==> config.mk <==
export PLATFORM = sky130hd
export DESIGN_NAME = uart_value_tx
export DESIGN_NICKNAME = d
export VERILOG_FILES = /design/src/rtl/uart_pkg.sv /design/src/rtl/uart_tx_byte.sv /design/src/rtl/uart_value_tx.sv
export SDC_FILE = /design/constraint.sdc
export NUM_CORES = 1
export LEC_CHECK = 0
export CAP_MARGIN = 15
export CORE_MARGIN = 2
export CORE_UTILIZATION = 53
export DETAILED_ROUTE_END_ITERATION = 8
export PLACE_DENSITY = 0.78
export SLEW_MARGIN = 10
export SYNTH_ARGS = -nofsm -noshare
export SYNTH_HDL_FRONTEND = slang
export SYNTH_SLANG_ARGS = --single-unit
==> constraint.sdc <==
create_clock -name clk -period 2.1 [get_ports clk]
set_clock_uncertainty 0.2 [all_clocks]
set_input_delay 0.21 -clock clk [delete_from_list [all_inputs] [get_ports clk]]
set_output_delay 0.21 -clock clk [all_outputs]
set_load 0.1 [all_outputs]
==> src/rtl/uart_pkg.sv <==
// Shared constants, FSM state type and small helpers for the value-to-UART path.
package uart_pkg;

   localparam logic [7:0] ASCII_ZERO     = 8'h30;
   localparam logic [7:0] ASCII_CR       = 8'h0D;
   localparam logic [7:0] ASCII_LF       = 8'h0A;
   localparam int         FRAME_BYTES    = 7;
   localparam int         BITS_PER_FRAME = 10;

   typedef enum logic [2:0] {
      IDLE    = 3'd0,
      CONVERT = 3'd1,
      LOAD    = 3'd2,
      SEND    = 3'd3,
      FINISH  = 3'd4
   } state_t;

   // Double-dabble correction: every BCD digit >= 5 gets +3 before the shift.
   function automatic logic [19:0] dabble_adjust(input logic [19:0] bcd);
      logic [19:0] adj;
      adj = bcd;
      for (int d = 0; d < 5; d++) begin
         if (bcd[d*4 +: 4] >= 4'd5) begin
            adj[d*4 +: 4] = bcd[d*4 +: 4] + 4'd3;
         end
      end
      return adj;
   endfunction

   // Byte idx of the line "ddddd\r\n", most significant digit first.
   function automatic logic [7:0] frame_byte(input logic [19:0] bcd, input logic [2:0] idx);
      logic [7:0] b;
      case (idx)
         3'd0:    b = ASCII_ZERO + {4'b0000, bcd[19:16]};
         3'd1:    b = ASCII_ZERO + {4'b0000, bcd[15:12]};
         3'd2:    b = ASCII_ZERO + {4'b0000, bcd[11:8]};
         3'd3:    b = ASCII_ZERO + {4'b0000, bcd[7:4]};
         3'd4:    b = ASCII_ZERO + {4'b0000, bcd[3:0]};
         3'd5:    b = ASCII_CR;
         default: b = ASCII_LF;
      endcase
      return b;
   endfunction

endpackage

==> src/rtl/uart_tx_byte.sv <==
// 8N1 byte serializer: start bit, 8 data bits LSB first, stop bit, DIV clocks each.
// A load on the last clock of a stop bit chains the next frame with no idle gap.
module uart_tx_byte
   import uart_pkg::*;
#(
   parameter int DIV = 868
) (
   input  logic       clk,
   input  logic       rst,
   input  logic [7:0] data,
   input  logic       load,
   output logic       tx,
   output logic       bit_tick,
   output logic       byte_done
);

   localparam int             CW       = (DIV > 1) ? $clog2(DIV) : 1;
   localparam logic [CW-1:0]  CNT_LAST = CW'(DIV - 1);
   localparam logic [3:0]     LAST_BIT = 4'(BITS_PER_FRAME - 1);

   logic          r_active;
   logic [CW-1:0] r_cnt;
   logic [3:0]    r_bit;
   logic [8:0]    r_shift;
   logic          r_tx;
   logic          w_tick;
   logic          w_last;

   assign w_tick    = r_active && (r_cnt == CNT_LAST);
   assign w_last    = w_tick && (r_bit == LAST_BIT);
   assign tx        = r_tx;
   assign bit_tick  = w_tick;
   assign byte_done = w_last;

   // Bit timing, shift register and line driver; load wins over the frame end.
   always_ff @(posedge clk) begin
      if (rst) begin
         r_active <= 1'b0;
         r_cnt    <= '0;
         r_bit    <= 4'd0;
         r_shift  <= 9'd0;
         r_tx     <= 1'b1;
      end else if (load) begin
         r_active <= 1'b1;
         r_cnt    <= '0;
         r_bit    <= 4'd0;
         r_shift  <= {1'b1, data};
         r_tx     <= 1'b0;
      end else if (w_tick) begin
         r_cnt <= '0;
         if (r_bit == LAST_BIT) begin
            r_active <= 1'b0;
            r_tx     <= 1'b1;
         end else begin
            r_bit   <= r_bit + 4'd1;
            r_tx    <= r_shift[0];
            r_shift <= {1'b0, r_shift[8:1]};
         end
      end else if (r_active) begin
         r_cnt <= r_cnt + 1'b1;
      end
   end

endmodule

==> src/rtl/uart_value_tx.sv <==
// Captures a 16-bit value, converts it to five ASCII digits plus CR LF and
// sends the 7 bytes as one back-to-back 8N1 burst.
// Handshake: a request is taken on any clock edge where start=1 and busy=0;
// busy rises on that edge and stays high until the edge that raises done;
// requests while busy=1 are dropped, never queued.
module uart_value_tx
   import uart_pkg::*;
#(
   parameter int CLK_FREQ = 100_000_000,
   parameter int BAUD     = 115200
) (
   input  logic        clk,
   input  logic        rst,
   input  logic [15:0] in,
   input  logic        start,
   output logic        tx,
   output logic        busy,
   output logic        done,
   output logic        bit_tick
);

   localparam int         DIV        = CLK_FREQ / BAUD;
   localparam logic [2:0] LAST_INDEX = 3'(FRAME_BYTES - 1);

   state_t      r_state;
   state_t      w_next;
   logic [15:0] r_value;
   logic [19:0] r_bcd;
   logic [3:0]  r_cnt;
   logic [2:0]  r_index;
   logic        r_first;

   logic        w_accept;
   logic [19:0] w_adj;
   logic [2:0]  w_sel;
   logic [7:0]  w_data;
   logic        w_load;
   logic        w_byte_done;

   assign w_accept = start && ((r_state == IDLE) || (r_state == FINISH));
   assign w_adj    = dabble_adjust(r_bcd);
   assign w_sel    = r_first ? 3'd0 : (r_index + 3'd1);
   assign w_data   = frame_byte(r_bcd, w_sel);
   assign w_load   = (r_state == SEND) &&
                     (r_first || (w_byte_done && (r_index != LAST_INDEX)));
   assign busy     = (r_state == CONVERT) || (r_state == LOAD) || (r_state == SEND);
   assign done     = (r_state == FINISH);

   // State register.
   always_ff @(posedge clk) begin
      if (rst) begin
         r_state <= IDLE;
      end else begin
         r_state <= w_next;
      end
   end

   // Next-state logic.
   always_comb begin
      w_next = r_state;
      case (r_state)
         IDLE:    if (w_accept) w_next = CONVERT;
         CONVERT: if (r_cnt == 4'd15) w_next = LOAD;
         LOAD:    w_next = SEND;
         SEND:    if (w_byte_done && (r_index == LAST_INDEX)) w_next = FINISH;
         FINISH:  w_next = w_accept ? CONVERT : IDLE;
         default: w_next = IDLE;
      endcase
   end

   // Value capture, double-dabble conversion and byte sequencing.
   always_ff @(posedge clk) begin
      if (rst) begin
         r_value <= 16'd0;
         r_bcd   <= 20'd0;
         r_cnt   <= 4'd0;
         r_index <= 3'd0;
         r_first <= 1'b0;
      end else begin
         case (r_state)
            IDLE, FINISH: begin
               if (w_accept) begin
                  r_value <= in;
                  r_bcd   <= 20'd0;
                  r_cnt   <= 4'd0;
               end
            end
            CONVERT: begin
               r_bcd   <= {w_adj[18:0], r_value[15]};
               r_value <= {r_value[14:0], 1'b0};
               r_cnt   <= r_cnt + 4'd1;
            end
            LOAD: begin
               r_index <= 3'd0;
               r_first <= 1'b1;
            end
            SEND: begin
               if (r_first) begin
                  r_first <= 1'b0;
               end else if (w_byte_done && (r_index != LAST_INDEX)) begin
                  r_index <= r_index + 3'd1;
               end
            end
            default: begin
               r_first <= 1'b0;
            end
         endcase
      end
   end

   uart_tx_byte #(
      .DIV (DIV)
   ) u_tx_byte (
      .clk       (clk),
      .rst       (rst),
      .data      (w_data),
      .load      (w_load),
      .tx        (tx),
      .bit_tick  (bit_tick),
      .byte_done (w_byte_done)
   );

endmodule

# [After elaboration in Yosys (flattened, before gate mapping)]
# Index checks and enable logic that the tools add are counted.
[op_classes] n_addsub=14 muxes=31 reduce_logical=26 bitwise_logic=1 n_eq_ne=21 order_cmp=5
[ops] cell="$pmux 7 s6" count=1
[ops] cell="$pmux 20 s2" count=1
[ops] cell="$add 6x4->7 const A" count=5
[ops] cell="$pmux 16 s2" count=1
[ops] cell="$mux 9" count=3
[ops] cell="$mux 3" count=7
[ops] cell="$ge 4x3->1 const B" count=5
[ops] cell="$mux 20" count=1
[ops] cell="$mux 4" count=5
[ops] cell="$add 4x2->4 const B" count=4
[ops] cell="$mux 16" count=1
[ops] cell="$pmux 3 s5" count=1
[ops] cell="$eq 3x2->1 const B" count=4
[ops] cell="$eq 3x3->1 const B" count=4
[ops] cell="$add 10x1->10 const B" count=1
[ops] cell="$eq 10x10->1 const B" count=1
[ops] cell="$add 4x1->4 const B" count=2
[ops] cell="$eq 4x4->1 const B" count=2
[ops] cell="$ne 2x1->1 const B" count=4
[ops] cell="$pmux 4 s2" count=1
[ops] cell="$reduce_and 2->1" count=4
[ops] cell="$reduce_bool 2->1" count=4
[ops] cell="$mux 1" count=7
[ops] cell="$eq 3x1->1 const B" count=2
[ops] cell="13 further kinds" count=27
[totals] inputBits=19 wordCells=109 reg_bits=72 out_inout_bits=4

# [Logic depth before layout (Yosys ltp)]
# Gate-level depths: netlist (run 1).
[logic_depth] word_depth=8 mapped_depth=9 mapped_depth_nobuf=7

# [Cells and area by module]
# From an unflattened synthesis (run 1), not the netlist that was laid out.
[hier_totals] cells_unflattened=440 area_unflattened_um2=3794.9
[modules_own_cells] mod="uart_value_tx" cells_each=306 n_inst=1 seq_area_each_um2=940.9 area_each_um2=2548.7
[modules_own_cells] mod="uart_tx_byte" cells_each=134 n_inst=1 seq_area_each_um2=500.5 area_each_um2=1246.2

# [Worst setup path after synthesis (run 1)]
# OpenSTA, ideal clock, no wires.
[synth_timing] kind="reg-to-output" from="reg r_state[1]" to="out busy" setup_slack_ns=-0.054 path_stages_with_launch=3 path_buffers=0 arrival_time_ns=1.744 path_cell_list="dfxtp_1 > nor2_1 > nor2_1"
[synth_via] elab_chain_cells=3
[synth_rtl] item="from (decl)" line_no="uart_value_tx.sv:25" rtl="state_t r_state;"
[synth_rtl] item="from (signal assigned)" line_no="uart_value_tx.sv:54" rtl="r_state <= w_next;"
[synth_rtl] item="$eq 3x1->1 or $eq 3x2->1 (tied branches)" line_no="uart_value_tx.sv:46" rtl="assign busy = (r_state == CONVERT) || (r_state == LOAD) || (r_state == SEND);"
[synth_rtl] item="$logic_or 1x1->1" line_no="uart_value_tx.sv:46"
[synth_rtl] item="$logic_or 1x1->1 (*)" line_no="uart_value_tx.sv:46"
[synth_rtl] item="to (decl)" line_no="uart_value_tx.sv:17" rtl="output logic busy,"
# Every way passes the cells marked *; elsewhere a longest branch is shown, timed or not.

# [Final worst setup path (run 1)]
[layout_timing] from="reg u_tx_byte.r_cnt[0]" to="reg r_state[1]"
[layout_via] elab_chain_cells=6
[layout_rtl] item="from (decl)" line_no="uart_tx_byte.sv:22" rtl="logic [CW-1:0] r_cnt;"
[layout_rtl] item="from (signal assigned)" line_no="uart_tx_byte.sv:60" rtl="r_cnt <= r_cnt + 1'b1;"
[layout_rtl] item="$eq 10x10->1" line_no="uart_tx_byte.sv:29" rtl="assign w_tick = r_active && (r_cnt == CNT_LAST);"
[layout_rtl] item="$logic_and 1x1->1" line_no="uart_tx_byte.sv:29"
[layout_rtl] item="$logic_and 1x1->1" line_no="uart_tx_byte.sv:30" rtl="assign w_last = w_tick && (r_bit == LAST_BIT);"
[layout_rtl] item="$logic_and 1x1->1" line_no="uart_value_tx.sv:65" rtl="SEND: if (w_byte_done && (r_index == LAST_INDEX)) w_next = FINISH;"
[layout_rtl] item="$ne 2x1->1 (no source line)"
[layout_rtl] item="$reduce_and 3->1 (no source line)"
# No other way between the ends.
# A chain may end at the register's enable or synchronous reset.

==> run_results.csv, run 1 <==
group,metric,value,unit
run_status,status,"complete, no violations",
placed_design,numPortBuffers,22,
logic_synthesis,async_flop_share,0,%
detailed_routing,drt_iter0_drc,243,
cts,postCtsHoldBufs,0,
timing,tightest_slew,0.416,ns
logic_synthesis,synth-warning-count,0,
logic_synthesis,synthCells,433,
global_routing,grt_pass1_wl,14100,um
logic_synthesis,synth_top_family_by_area,"compound AO/OA/AOI/OAI gates",
finish,final_layout_size_suffix_gt1_share,13.6,%
logic_synthesis,synth_edf_count,0,
logic_synthesis,synth_area_leaders,"dfxtp_1 39%, ha_1 5.5%, a21oi_1 5.3%, a22oi_1 4.9%, nor2_1 4.2%",
placed_design,dp_hpwl,5710,um
cts,cts_buffers,9,
hold_path,hold_path_class,"input pin to flip-flop",
logic_synthesis,synth_compound_area_share,21.9,%
finish,final_area,0.00434,mm^2
global_routing,antenna_found_initial,0,
detailed_routing,post_drt_wl_per_cell,14.8,um
floorplan,core,0.00672,mm^2
power_and_ir_drop,p_int,2.07,mW
logic_synthesis,syn_area_per_cell,8.45,um^2
cts,clockRootBuffer,"clkbuf_8",
floorplan,io_pins,23,
logic_synthesis,yosysMostFrequentCell,"dfxtp_1",
finish,syn2layout_area_growth,18.6,%
cts,clk_pin_slew_worst_paths,0.09,ns
power_and_ir_drop,p_clk_share,34.4,%
setup_path,crit_path_max_fanout,10,
global_routing,overflow,0,
setup_path,crit_arrival,2.06,ns
power_and_ir_drop,p_leak,1.61,nW
logic_synthesis,synth_commonest_cells,"72 x dfxtp_1, 41 x nor2_1, 39 x a21oi_1, 38 x nand2_1",
finish,nets,502,
logic_synthesis,synth-xor-area-share,5.27,%
timing,maxSlewHeadroom,72.3,%
power_and_ir_drop,ir_worst_vdd,443,uV
timing,finalMaxSlewViolations,0,
floorplan,dieArea,0.00758,mm^2
setup_path,critical_path_required,2.15,ns
logic_synthesis,yosys.area_share.simple,20.6,%
detailed_routing,firstDrtPassIters,4,
floorplan,rows,30,
flow_run,cap_violations,0,
cts,clockBufferDepth,2,
power_and_ir_drop,pwr-share-comb,16.9,%
setup_path,crit_type,"flip-flop to flip-flop",
finish,antennaDiodeCount,0,
placed_design,gp_routability_congestion,0.873,
floorplan,die_y,87.1,um
cts,cts.sink_count,72,
power_and_ir_drop,p_sw,971,uW
logic_synthesis,synth-adder-area-share,5.47,%
cts,cts_tree,"built",
logic_synthesis,synthMuxAreaShare,2.57,%
logic_synthesis,ys_types,53,
floorplan,start_util,54.4,%
setup_path,worstSetupStartpointType,"flip-flop",
cts,insertion_delay,0.36,ns
logic_synthesis,ys_seq_area_share,39.4,%
detailed_routing,detail-route-antenna-nets,0,
detailed_routing,vias_per_cell,5.90,
global_routing,grt_usage,23.2,%
power_and_ir_drop,powerDensity,701,mW/mm^2
logic_synthesis,synth_top_cell_area_share,39.4,%
timing,period_share,95.4,%
detailed_routing,wl,8160,um
global_routing,grt_max_degree,25,
timing,max_freq,499,MHz
timing,min_period,2.00,ns
power_and_ir_drop,swShare,31.9,%
logic_synthesis,syn_nets,468,
detailed_routing,drc,0,
logic_synthesis,ys_dominant_reg_cell,"dfxtp_1",
power_and_ir_drop,power,3.04,mW
timing,hold_violations,0,
logic_synthesis,syn-cell-area,0.00366,mm^2
power_and_ir_drop,p_seq_share,48.6,%
setup_path,worst_setup_path_end_kind,"flip-flop",
global_routing,first_global_vias,3151,
timing,setup_violations,0,
detailed_routing,vias,3255,
floorplan,die_w,87.1,um
logic_synthesis,ys_ff_latch,72,
cts,h-tree-depth,3,
logic_synthesis,synth_top_area_cell,"dfxtp_1",
placed_design,place_area,0.00409,mm^2
==> state kept, by name (all words and copies together) (netlist names), 3 cells and up <==
register / count
r_cnt: 4
r_index: 3
r_state: 3
u_tx_byte.r_cnt: 10
r_bcd: 20
u_tx_byte.r_shift: 9
r_value: 16
u_tx_byte.r_bit: 4
==> power by group through the flow <==
stage | Clock [mW] | Sequential, mW | Combinational, mW
5_1_grt | 1.11 | 1.49 | 0.564
6_report | 1.05 | 1.48 | 0.515
3_3_place_gp | 0 | 1.50 | 0.499
2_1_floorplan | 0 | 1.49 | 0.338
4_1_cts | 1.05 | 1.47 | 0.511
3_5_place_dp | 0 | 1.51 | 0.510
==> cell usage in the layout, fill, tap and decap left out, types with 4 or more instances in the layout <==
master and instances:
nand2_1 38, o21ai_0 23, nand3_1 14, nor2_1 38
o21a_1 4, nand2b_1 7, xnor2_1 13, o211ai_1 7
nand4_1 6, buf_12 5, inv_1 18, and2_1 6
xor2_1 8, mux2i_1 6, buf_4 20, a32oi_1 8
inv_6 4, nand3b_1 4, clkbuf_8 9, clkdlybuf4s50_1 17
nor3_1 10, dfxtp_1 70, and3_1 5, ha_1 15
a22oi_1 24, a21o_1 4, a21oi_1 38
==> worst paths after layout <==
check | depth (start not counted) | end | from | slack [ns]
max | 7 | r_state[1]$_SDFFE_PP0P_ | u_tx_byte.r_cnt[0]$_SDFFE_PP0P_ | 0.1
min | 2 | r_bcd[8]$_SDFFE_PP0P_ | rst | 0.06
max reg2reg | 7 | r_state[1]$_SDFFE_PP0P_ | u_tx_byte.r_cnt[0]$_SDFFE_PP0P_ | 0.1
min reg2reg | 2 | r_value[4]$_SDFFE_PP0P_ | r_value[4]$_SDFFE_PP0P_ | 0.26
==> critical path: stages (launching register included) <==
cell     delay, ns
dfxtp_2       0.36
ha_1          0.17
and2_2        0.20
nand3_4       0.14
inv_6         0.14
nand2_2       0.06
a211o_1       0.31
o311a_1       0.32
==> cell type report <==
cell class | instances | area (um^2)
repair buffers | 44 | 437
flip-flops and latches | 72 | 1440
well taps | 80 | 100
inverters | 19 | 76.3
clock buffers | 9 | 124
multi-input cells | 321 | 2100
fillers | 542 | 2380
clock inverters | 7 | 60.1
==> metrics by stage <==
step                      std cells  setup slack [ns]  TNS (ns)  utilization, %  hold WS, ns
after floorplan                 433            0.0512         0               -       0.0997
after global placement          535             0.132         0            60.8        0.244
after detailed placement        535            0.0598         0            60.8        0.250
after CTS                       551            0.0232         0            63.5       0.0629
after global routing            552           -0.0241   -0.0241            64.6       0.0794
final                           552            0.0969         0            64.6       0.0578
==> timing repair <==
action | CTS | global route
setup endpoints to repair | 0 | 8
resized for setup | 0 | 12
setup buffers | 0 | 1
==> logic make-up (layout without fill, tap and decap cells) <==
kind of cell    after synthesis  count (layout)
simple gates                149             149
fa+ha+maj                    16              16
xor+xnor                     22              22
compound gates              125             125
buf+inv                      40              79
flops                        72              72
mux                           9               9
==> metal layers <==
metal / global-route usage (%) / vias to the layer above / share of wire (%)
li1: - / 1630 / -
met1: 29.4 / 1528 / 46
met2: 37.8 / 79 / 47
met3: 3.98 / 18 / 4.1
met4: 11.6 / 0 / 2.4
met5: 0 / - / 0
(Power assumes the default switching activity.)
==> run 2, diff against run 1 <==
RECOVER_POWER = 50   (was default)
==> run 2 against run 1 <==
Compared with the run above: power decreased by 0.23%; routed wire length decreased by 0.23%; via count increased by 0.58%; final cell count unchanged; clock power about the same; fmax increased by 0.66%; global-route usage unchanged; critical endpoint unchanged; largest cell class unchanged.
==> run_results.csv, run 2 (synthesis gave the netlist of run 1 again) <==
group,metric,value,unit
placed_design,dpl_worst_slack,0.0598,ns
finish,final_area,0.00433,mm^2
run_status,status,"complete, no violations",
cts,clk_pin_slew_worst_paths,0.09,ns
cts,clockRootBuffer,"clkbuf_8",
placed_design,dp_hpwl,5710,um
finish,largest_register_ffs,20,
detailed_routing,drt_iter0_drc,281,
power_and_ir_drop,power,3.03,mW
hold_path,hold_path_class,"input pin to flip-flop",
global_routing,overflow,0,
setup_path,r2r-start,"u_tx_byte.r_cnt[0]$_SDFFE_PP0P_",
cts,clockBufferDepth,2,
setup_path,slowest_stage,"dfxtp_2",
detailed_routing,drc,0,
setup_path,cp_num_buf_inv,1,
power_and_ir_drop,ir_worst_vdd,442,uV
setup_path,reg2reg_to,"r_state[1]$_SDFFE_PP0P_",
timing,setup_violations,0,
setup_path,crit_path_max_fanout,10,
global_routing,antenna_found_initial,0,
setup_path,reg2reg_setup_slack,0.11,ns
hold_path,holdPathEnd,"r_bcd[8]$_SDFFE_PP0P_",
placed_design,dp_cells,535,
cts,cts.sink_count,72,
global_routing,grt_usage,23.2,%
floorplan,die_w,87.1,um
finish,fill_cells,544,
finish,final_layout_size_suffix_gt1_share,13.3,%
power_and_ir_drop,p_leak,1.61,nW
detailed_routing,vias_per_cell,5.93,
setup_path,rr_worst_depth,7,
detailed_routing,vias,3274,
detailed_routing,post_drt_wl_per_cell,14.8,um
timing,hold_violations,0,
finish,fin_cells,552,
cts,h-tree-depth,3,
placed_design,gp_routability_congestion,0.873,
setup_path,crit_chain,"ha_1 -> and2_2 -> nand3_4 -> inv_6 -> nand2_2 -> a211o_1 -> o311a_1",
floorplan,die_y,87.1,um
finish,final_cell_mix,"70 x dfxtp_1, 39 x nor2_1, 38 x a21oi_1, 38 x nand2_1, 24 x a22oi_1",
cts,cts_buffers,9,
placed_design,numPortBuffers,22,
detailed_routing,wl,8140,um
timing,period_share,94.8,%
power_and_ir_drop,powerDensity,700,mW/mm^2
floorplan,io_pins,23,
timing,maxSlewHeadroom,63.6,%
hold_path,hold_depth,2,
timing,min_period,1.99,ns
setup_path,worstSetupStartpointType,"flip-flop",
cts,cts_tree,"built",
placed_design,place_area,0.00409,mm^2
finish,final_common_cell,"dfxtp_1",
setup_path,crit_arrival,2.05,ns
finish,top_register,"r_bcd",
timing,hold_slack,0.0623,ns
setup_path,crit_family,"compound AO/OA/AOI/OAI gates",
setup_path,critical_path_required,2.16,ns
finish,largest_registers,"r_bcd x20, r_value x16, u_tx_byte.r_cnt x10",
floorplan,rows,30,
cts,postCtsHoldBufs,0,
floorplan,start_util,54.4,%
finish,nets,502,
global_routing,grt_pass1_wl,14100,um
detailed_routing,firstDrtPassIters,4,
global_routing,first_global_vias,3151,
finish,syn2layout_area_growth,18.4,%
floorplan,core,0.00672,mm^2
timing,max_freq,503,MHz
flow_run,cap_violations,0,
hold_path,min-delay-start,"rst",
setup_path,cpPeakStageDelay,0.36,ns
floorplan,dieArea,0.00758,mm^2
setup_path,worst_setup_path_end_kind,"flip-flop",
cts,insertion_delay,0.36,ns
timing,tightest_slew,0.548,ns
timing,finalMaxSlewViolations,0,
setup_path,crit_type,"flip-flop to flip-flop",
detailed_routing,detail-route-antenna-nets,0,
timing,worst_slack,0.110,ns
finish,antennaDiodeCount,0,
global_routing,grt_max_degree,25,
-- run 2: per-stage QoR --
stage | utilization (%) | TNS (ns)
6_report | 64.5 | 0
5_1_grt | 64.5 | -0.0241
4_1_cts | 63.5 | 0
3_5_place_dp | 60.8 | 0
3_3_place_gp | 60.8 | 0
2_1_floorplan | - | 0
-- run 2: timing repair --
action                     CTS  global route
resized for setup            0            12
buffers inserted             0             1
setup endpoints to repair    0             8
-- run 2: cell type report --
cell class	count	area (um^2)	area share, %
clock buffer	9	124	2.86
clock inverter	7	60.1	1.39
inverter	19	76.3	1.76
multi-input combinational	321	2100	48.4
sequential	72	1440	33.3
tap	80	100	2.31
timing repair buffer	44	432	9.97
-- run 2: worst register-to-register path, delay by kind of cell, from the launching register on --
family                   cells  cell delay [ns]
adder cells (fa/ha/maj)      1             0.16
flip-flops                   1             0.36
AND/OR/NAND/NOR              3             0.39
buffers and inverters        1             0.14
AO/OA/AOI/OAI                2             0.63
-- run 2: power by group --
group	switching [mW]	internal [mW]
logic	0.314	0.194
clock network	0.598	0.448
registers	0.0566	1.42
total	0.969	2.06
-- run 2: worst max path at each step --
stage	endpoint	slack, ns	startpoint	cells past startpoint
2_1_floorplan	u_tx_byte.r_shift[4]$_SDFFE_PP0P_	0.05	r_index[0]$_SDFFE_PP0P_	7
3_3_place_gp	r_index[2]$_SDFFE_PP0P_	0.13	u_tx_byte.r_bit[0]$_SDFFE_PP0P_	7
3_5_place_dp	r_index[2]$_SDFFE_PP0P_	0.06	u_tx_byte.r_bit[0]$_SDFFE_PP0P_	7
4_1_cts	r_index[2]$_SDFFE_PP0P_	0.02	u_tx_byte.r_bit[0]$_SDFFE_PP0P_	7
5_1_grt	u_tx_byte.r_shift[0]$_SDFFE_PP0P_	-0.02	u_tx_byte.r_bit[1]$_SDFFE_PP0P_	8
6_report	r_state[1]$_SDFFE_PP0P_	0.11	u_tx_byte.r_cnt[0]$_SDFFE_PP0P_	7
-- run 2: per-layer routing --
layer | vias to the layer above | share of wire [%] | track usage (%)
met2 | 98 | 48 | 37.8
met1 | 1528 | 46 | 29.4
met3 | 18 | 4.5 | 3.98
met4 | 0 | 2.4 | 11.6
met5 | - | 0 | 0
li1 | 1630 | - | -
==> run 3, diff against run 2 <==
--- a/config.mk
+++ b/config.mk
@@ -10,4 +10,5 @@
 export CORE_UTILIZATION = 53
 export DETAILED_ROUTE_END_ITERATION = 8
+export HOLD_SLACK_MARGIN = 0.02
 export PLACE_DENSITY = 0.78
 export RECOVER_POWER = 50
--- a/constraint.sdc
+++ b/constraint.sdc
@@ -3,3 +3,3 @@
 set_input_delay 0.21 -clock clk [delete_from_list [all_inputs] [get_ports clk]]
 set_output_delay 0.21 -clock clk [all_outputs]
-set_load 0.1 [all_outputs]
+set_load 0.01 [all_outputs]
==> run 3 against run 2 <==
Compared with the run above: cell area fell by 0.72%; register-to-register slack improved by 0.02 ns; sequential cell count did not move; via count rose by 0.79%; fmax fell by 0.89%; power fell by 2.4%; clock-buffer cell count did not move; critical path depth fell by 2; utilization fell by 0.47 points; critical path type is now flip-flop to primary output.
==> run_results.csv, run 3 (synthesis gave the netlist of run 1 again) <==
group,metric,value,unit
finish,antennaDiodeCount,0,
setup_path,crit_type,"flip-flop to primary output",
finish,final_common_cell,"dfxtp_1",
cts,clk_pin_slew_worst_paths,0.08,ns
global_routing,grt_pass1_wl,13500,um
placed_design,numPortBuffers,22,
timing,hold_slack,0.262,ns
finish,final_cell_mix,"70 x dfxtp_1, 39 x nor2_1, 39 x a21oi_1, 38 x nand2_1",
timing,finalMaxSlewViolations,0,
global_routing,grt_max_degree,31,
cts,cts.sink_count,72,
global_routing,first_global_vias,3035,
power_and_ir_drop,p_leak,1.59,nW
finish,nets,504,
timing,tns,0,ns
detailed_routing,vias,3300,
setup_path,cpPeakStageDelay,0.37,ns
finish,largest_registers,"r_bcd x20, r_value x16, u_tx_byte.r_cnt x10",
timing,period_share,95.6,%
floorplan,start_util,54.4,%
setup_path,crit_path_max_fanout,10,
placed_design,dp_cells,535,
flow_run,cap_violations,0,
global_routing,grt_usage,22.7,%
power_and_ir_drop,swShare,31.0,%
setup_path,slowest_stage,"dfxtp_1",
power_and_ir_drop,p_seq_share,50.3,%
power_and_ir_drop,p_clk_share,35.2,%
cts,h-tree-depth,3,
cts,insertion_delay,0.37,ns
floorplan,die_y,87.1,um
finish,syn2layout_area_growth,17.6,%
timing,min_period,2.01,ns
power_and_ir_drop,p_int,2.04,mW
finish,fin_cells,554,
hold_path,hold_path_class,"flip-flop to flip-flop",
detailed_routing,firstDrtPassIters,6,
power_and_ir_drop,ir_worst_vdd,472,uV
timing,tightest_slew,0.639,ns
finish,final_core_util,64.0,%
placed_design,dp_hpwl,5680,um
detailed_routing,drc,0,
setup_path,worst_setup_path_end_kind,"primary output",
detailed_routing,detail-route-antenna-nets,0,
cts,clockBufferDepth,2,
floorplan,die_w,87.1,um
floorplan,dieArea,0.00758,mm^2
power_and_ir_drop,power,2.96,mW
finish,top_register,"r_bcd",
power_and_ir_drop,p_sw,917,uW
detailed_routing,wl,8140,um
floorplan,io_pins,23,
placed_design,gp_routability_congestion,0.875,
timing,max_freq,498,MHz
finish,final_layout_size_suffix_gt1_share,13.1,%
timing,setup_violations,0,
power_and_ir_drop,powerDensity,688,mW/mm^2
floorplan,core,0.00672,mm^2
global_routing,overflow,0,
timing,rsz0062_at_grt,"no",
power_and_ir_drop,pwr-share-comb,14.5,%
finish,largest_register_ffs,20,
timing,maxSlewHeadroom,57.4,%
global_routing,antenna_found_initial,0,
detailed_routing,drt_iter0_drc,292,
cts,cts_buffers,9,
setup_path,critical_path_required,1.69,ns
setup_path,worstSetupStartpointType,"flip-flop",
detailed_routing,post_drt_wl_per_cell,14.7,um
finish,fill_cells,573,
floorplan,rows,30,
timing,hold_violations,0,
setup_path,crit_arrival,1.60,ns
cts,clockRootBuffer,"clkbuf_8",
cts,cts_tree,"built",
detailed_routing,vias_per_cell,5.96,
setup_path,crit_chain,"ha_1 -> and2_2 -> nand3_4 -> inv_6 -> dlygate4sd2_1",
run_status,status,"complete, no violations",
run 3: cell types whose count changed in the layout (fill, tap and decap cells not counted), moves of 2 or more:
cell / previous run / this run
buf_12: 5 / 0
clkbuf_2: 2 / 4
clkdlybuf4s50_1: 17 / 19
clkinv_4: 0 / 2
dlygate4sd3_1: 0 / 2
run 3: worst paths after layout:
path / startpoint / endpoint / slack, ns / cells past startpoint
hold / removal: r_value[15]$_SDFFE_PP0P_ / r_value[15]$_SDFFE_PP0P_ / 0.26 / 2
setup reg to reg: u_tx_byte.r_cnt[0]$_SDFFE_PP0P_ / r_state[1]$_SDFFE_PP0P_ / 0.13 / 7
setup / recovery: u_tx_byte.r_cnt[0]$_SDFFE_PP0P_ / bit_tick / 0.09 / 5
hold reg to reg: r_value[15]$_SDFFE_PP0P_ / r_value[15]$_SDFFE_PP0P_ / 0.26 / 2
run 3: power by group through the flow:
stage / registers (mW) / logic (mW) / clock network (mW)
after floorplan: 1.49 / 0.301 / 0
after global placement: 1.51 / 0.423 / 0
after detailed placement: 1.51 / 0.432 / 0
after CTS: 1.48 / 0.437 / 1.06
after global routing: 1.50 / 0.478 / 1.12
final: 1.49 / 0.430 / 1.04
run 3: metal layers:
metal  part of all wire (%)  wire length [um]  track usage, %
met2                     49              4010            37.0
met1                     44              3580            28.6
met5                      0                 0               0
met4                    2.1               175            9.52
met3                    4.6               371            5.50
run 3: worst max-delay path, delay by kind of cell, from the launching register on:
family                   cells  cell delay (ns)
adder cells (fa/ha/maj)      1             0.17
AND/OR/NAND/NOR              2             0.30
flip-flops                   1             0.37
buffers and inverters        2             0.39
run 3: cell type report:
cell class / instances / area [um^2] / share of cell area (%)
inverters: 19 / 76.3 / 1.77
repair buffers: 46 / 387 / 8.99
well taps: 80 / 100 / 2.33
clock inverters: 7 / 66.3 / 1.54
clock buffers: 9 / 124 / 2.88
flip-flops and latches: 72 / 1440 / 33.6
multi-input cells: 321 / 2100 / 48.9
run 3: through the flow:
step                setup slack [ns]  instance area, um^2
floorplan                     0.0512                 3660
global placement               0.137                 4040
detailed placement            0.0266                 4040
CTS                          0.00755                 4240
global route                 0.00255                 4300
finish                        0.0922                 4300
run 3: what timing repair did:
item	4_1_cts	5_1_grt
pin swaps	0	1
resized for setup	2	13
endpoints found under the setup margin	2	11
endpoints found under the hold margin	8	0
setup buffers	0	2
hold buffers	1	0
